===== src/rtl/mem_req_ctrl.sv =====
// mem_req_ctrl: arbitrates TOY-core fetch and load/store requests onto the unified memory.
// Define MEM_REQ_FAIR_ARB_EN for round-robin arbitration instead of data-over-fetch priority.
module mem_req_ctrl #(
    parameter int ADDR_W = 12,
    parameter int DATA_W = 16
) (
    input  logic              clk,
    input  logic              rst,
    input  logic              if_req,
    input  logic [ADDR_W-1:0] if_addr,
    output logic              if_ack,
    output logic [DATA_W-1:0] if_data,
    input  logic              d_req,
    input  logic              d_we,
    input  logic [ADDR_W-1:0] d_addr,
    input  logic [DATA_W-1:0] d_wdata,
    output logic              d_ack,
    output logic [DATA_W-1:0] d_rdata,
    output logic              mem_rd,
    output logic              mem_wr,
    output logic [ADDR_W-1:0] mem_addr,
    output logic [DATA_W-1:0] mem_wd,
    input  logic [DATA_W-1:0] mem_rdata
);

    typedef enum logic [1:0] {
        IDLE   = 2'd0,
        ACCESS = 2'd1,
        RESP   = 2'd2
    } state_t;

    state_t            state;
    state_t            state_next;
    logic              grant;
    logic              grant_data;
    logic              owner_data;
    logic              we_lat;
    logic [ADDR_W-1:0] addr_lat;
    logic [DATA_W-1:0] wdata_lat;
    logic              is_store;

    assign grant    = if_req | d_req;
    assign is_store = owner_data & we_lat;

`ifdef MEM_REQ_FAIR_ARB_EN
    // last_grant = 1 means data won most recently; a tie goes to the other port
    logic last_grant;

    always_comb begin
        grant_data = d_req & ~(if_req & last_grant);
    end

    always_ff @(posedge clk or posedge rst) begin
        if (rst) begin
            last_grant <= 1'b0;
        end else if (state == IDLE && grant) begin
            last_grant <= grant_data;
        end
    end
`else
    always_comb begin
        grant_data = d_req;
    end
`endif

    always_ff @(posedge clk or posedge rst) begin
        if (rst) begin
            state <= IDLE;
        end else begin
            state <= state_next;
        end
    end

    always_comb begin
        state_next = state;
        mem_rd     = 1'b0;
        mem_wr     = 1'b0;
        if_ack     = 1'b0;
        d_ack      = 1'b0;
        case (state)
            IDLE: begin
                if (grant) begin
                    state_next = ACCESS;
                end
            end
            ACCESS: begin
                mem_rd     = ~is_store;
                mem_wr     = is_store;
                state_next = RESP;
            end
            RESP: begin
                if_ack     = ~owner_data;
                d_ack      = owner_data;
                state_next = IDLE;
            end
            default: begin
                state_next = IDLE;
            end
        endcase
    end

    // Request fields are frozen at the grant so later requester changes cannot disturb the access
    always_ff @(posedge clk or posedge rst) begin
        if (rst) begin
            owner_data <= 1'b0;
            we_lat     <= 1'b0;
            addr_lat   <= '0;
            wdata_lat  <= '0;
        end else if (state == IDLE && grant) begin
            owner_data <= grant_data;
            we_lat     <= grant_data & d_we;
            addr_lat   <= grant_data ? d_addr : if_addr;
            wdata_lat  <= d_wdata;
        end
    end

    assign mem_addr = addr_lat;
    assign mem_wd   = wdata_lat;

    always_ff @(posedge clk or posedge rst) begin
        if (rst) begin
            if_data <= '0;
            d_rdata <= '0;
        end else if (state == ACCESS && !is_store) begin
            if (owner_data) begin
                d_rdata <= mem_rdata;
            end else begin
                if_data <= mem_rdata;
            end
        end
    end

endmodule

===== config.mk =====
export PLATFORM = sky130hd
export DESIGN_NAME = mem_req_ctrl
export DESIGN_NICKNAME = d
export VERILOG_FILES = /design/src/rtl/mem_req_ctrl.sv
export SDC_FILE = /design/constraint.sdc
export NUM_CORES = 1
export LEC_CHECK = 0
export CAP_MARGIN = 0
export CORE_AREA = 2 2 79 81
export CTS_BUF_LIST = sky130_fd_sc_hd__clkbuf_2 sky130_fd_sc_hd__clkbuf_4 sky130_fd_sc_hd__clkbuf_8
export DETAILED_ROUTE_END_ITERATION = 8
export DIE_AREA = 0 0 81 83
export PLACE_DENSITY = 0.82
export SYNTH_ARGS = -nofsm -noshare
export SYNTH_HDL_FRONTEND = slang
export SYNTH_SLANG_ARGS = --single-unit

===== constraint.sdc =====
create_clock -name clk -period 6.2 [get_ports clk]
set_input_delay 1.24 -clock clk [delete_from_list [all_inputs] [get_ports clk]]
set_output_delay 1.24 -clock clk [all_outputs]
set_load 0.01 [all_outputs]

==> results.toml <==
[outcome]
outcome = "completed"

[grt]
grtUsageTotal_pct = 18.46
grt_max_degree = 65
grt_pass1_vias = 1891
grt_pass1_wl_um = 9356
gr-total-overflow = 0
antenna_found_initial = 0

[synth]
synthCells = 159
yosysSeqAreaShare_pct = 62.11
synth_edf_count = 0
synthSimpleGateAreaFrac_pct = 2.911
synth_top_family_by_area = "multiplexers"
synth_cell_types = 20
netlist_area_um2 = 2579
synth_compound_area_share_pct = 1.019
synth_xor_area_share_pct = 0
synth.avg_cell_area_um2 = 16.22
synth_fa_ha_area_share_pct = 0
synth_top_area_share_pct = 62.11
synth.most_common_cell = "mux2_2"
synth_commonest_cells = "mux2_2 (72), dfrtp_1 (64), buf_4 (4)"
synth.area.top_cells = "dfrtp_1 (62%), mux2_2 (31%), buf_4 (1.2%)"
synth_nets = 220
synth_flop_cell = "dfrtp_1"
synthArstFlopShare_pct = 100.0
synth_seq_cells = 64
synth_largest_area_cell = "dfrtp_1"
synth.area.mux_share_pct = 31.44
yosysWarnings = 0

[routing]
drtIter0Drc = 42
route.detailed.drc = 0
num_vias = 1761
via_per_inst = 4.772
wl_per_cell_um = 15.40
firstDrtPassIters = 2
drt-total-wl_um = 5683
detail-route-antenna-nets = 0

[worst_setup_path]
end_kind = "flip-flop"
r2r_setup_slack_ns = 4.21
required_ns = 6.41
startpoint_type = "input port"
cpMaxStageDelayCell = "clkdlybuf4s50_1"
reg2reg_to = "mem_wd[8]"
crit-reg2reg-launch = "state[0]"
worstPathCellList = "clkdlybuf4s50_1, o21a_1, buf_4, mux2_2"
critical_path_class = "input port to flip-flop"
crit_family = "buffers and inverters"
cp_data_arrival_time_ns = 3.39
crit_buf_inv = 2
crit_fanout = 20
worst_path_largest_cell_delay_ns = 0.89
rr_worst_depth = 4

[clock_tree]
hold_buffers = 0
cts_buffer_depth = 2
ctsHtreeMaxLevel = 3
path_clk_slew_ns = 0.07
insertion_delay_ns = 0.32
post-cts-setup-buffer-count = 0
cts_tree = "done"
cts.repair.resized = 0
numClockSinks = 64
cts_buffers = 9
cts_root_buffer = "clkbuf_8"

[timing]
fmax_mhz = 314.4
final.setup_skew_ns = 0.006065
period_needed_ns = 3.181
setup_viol = 0
rsz0062_at_grt = "false"
finalHoldViolCount = 0
period_share_pct = 51.30
tightest_slew_ns = 0.8745
maxSlewViolCount = 0
relSlewSlack_pct = 41.64
fin_ws_ns = 3.019
tns_ns = 0

[placement]
place_ws_ns = 2.662
post-dp-hpwl_um = 4141
gp_congestion = 0.7173
port_buffers = 124

[floorplanning]
start_util_pct = 44.34
fp-row-count = 28
fp.dieArea_um2 = 6723
die_h_um = 83
coreArea_um2 = 5816
die_w_um = 81
ios = 125

[cells_and_area]
drive_above_1_share_pct = 32.31
nets = 350
finish.utilization_pct = 69.86
area_delta_synth_final_pct = 57.55
insertedDiodeCount = 0

[worst_hold_path]
hp-start = "if_data[3]"
hold_path_depth = 1
min_path_type = "flip-flop to flip-flop"
holdPathEnd = "if_data[3]"

[job]
max-cap-violations = 0

[pwr]
powerDensity_nw_per_um2 = 509.7
peakVddDrop_uv = 244.8
power.leakage_nw = 1.679
power_w = 0.002071
==> flip-flops by register name, summed over array words and instances, names as in the netlist <==
register    flops
d_rdata        16
if_data        16
mem_wd         16
mem_addr       12
state           2
owner_data      1
we_lat          1
==> power by group <==
part           switching, W  internal, W
clock              0.000147     0.000180
combinational      0.000351     0.000637
sequential         0.000120     0.000635
total              0.000618      0.00145
==> area by class of cell <==
type	instances	area (um^2)
Fill cell	462	1753
Inverter	3	11.26
Sequential cell	64	1602
Timing Repair Buffer	126	1256
Clock buffer	13	172.7
Multi-Input combinational cell	85	912.1
Clock inverter	3	15.01
Tap cell	75	93.84
==> worst max path at each step <==
stage          startpoint          to  depth (start not counted)
2_1_floorplan         rst  d_rdata[0]                          1
3_3_place_gp        d_req   mem_wd[5]                          4
3_5_place_dp        d_req   mem_wd[0]                          4
4_1_cts             d_req   mem_wd[9]                          4
5_1_grt             d_req  mem_wd[11]                          4
6_report            d_req   mem_wd[8]                          4
==> cells by family after synthesis <==
kind of cell           Yosys count
flip-flops                      64
buffers and inverters           10
AO/OA/AOI/OAI                    4
multiplexers                    72
AND/OR/NAND/NOR                  9
==> metal layers <==
| layer | vias to the layer above | wire (um) | global-route usage (%) |
|---|---|---|---|
| met5 | - | 0 | 0 |
| met4 | 0 | 172 | 10.32 |
| met3 | 13 | 407 | 5.109 |
| met2 | 66 | 2889 | 29.90 |
| met1 | 859 | 2213 | 21.75 |
| li1 | 823 | - | - |
==> through the flow <==
step	std cells	hold slack [ns]	cell area (um^2)
floorplan	159	0.5511	2579
global placement	353	0.4877	3875
detailed placement	353	0.4949	3875
CTS	369	0.5086	4063
global route	369	0.5196	4063
finish	369	0.5039	4063
==> placed cells by master (no fill, tap or decap), types with 2 or more instances in the layout <==
| cell | netlist | layout |
|---|---|---|
| mux2_2 | 72 | 72 |
| inv_1 | 3 | 2 |
| clkinv_2 | 0 | 3 |
| dfrtp_1 | 64 | 64 |
| clkbuf_8 | 0 | 12 |
| buf_4 | 4 | 2 |
| clkdlybuf4s50_1 | 0 | 124 |
No activity file was read; power rests on OpenSTA's default activity.
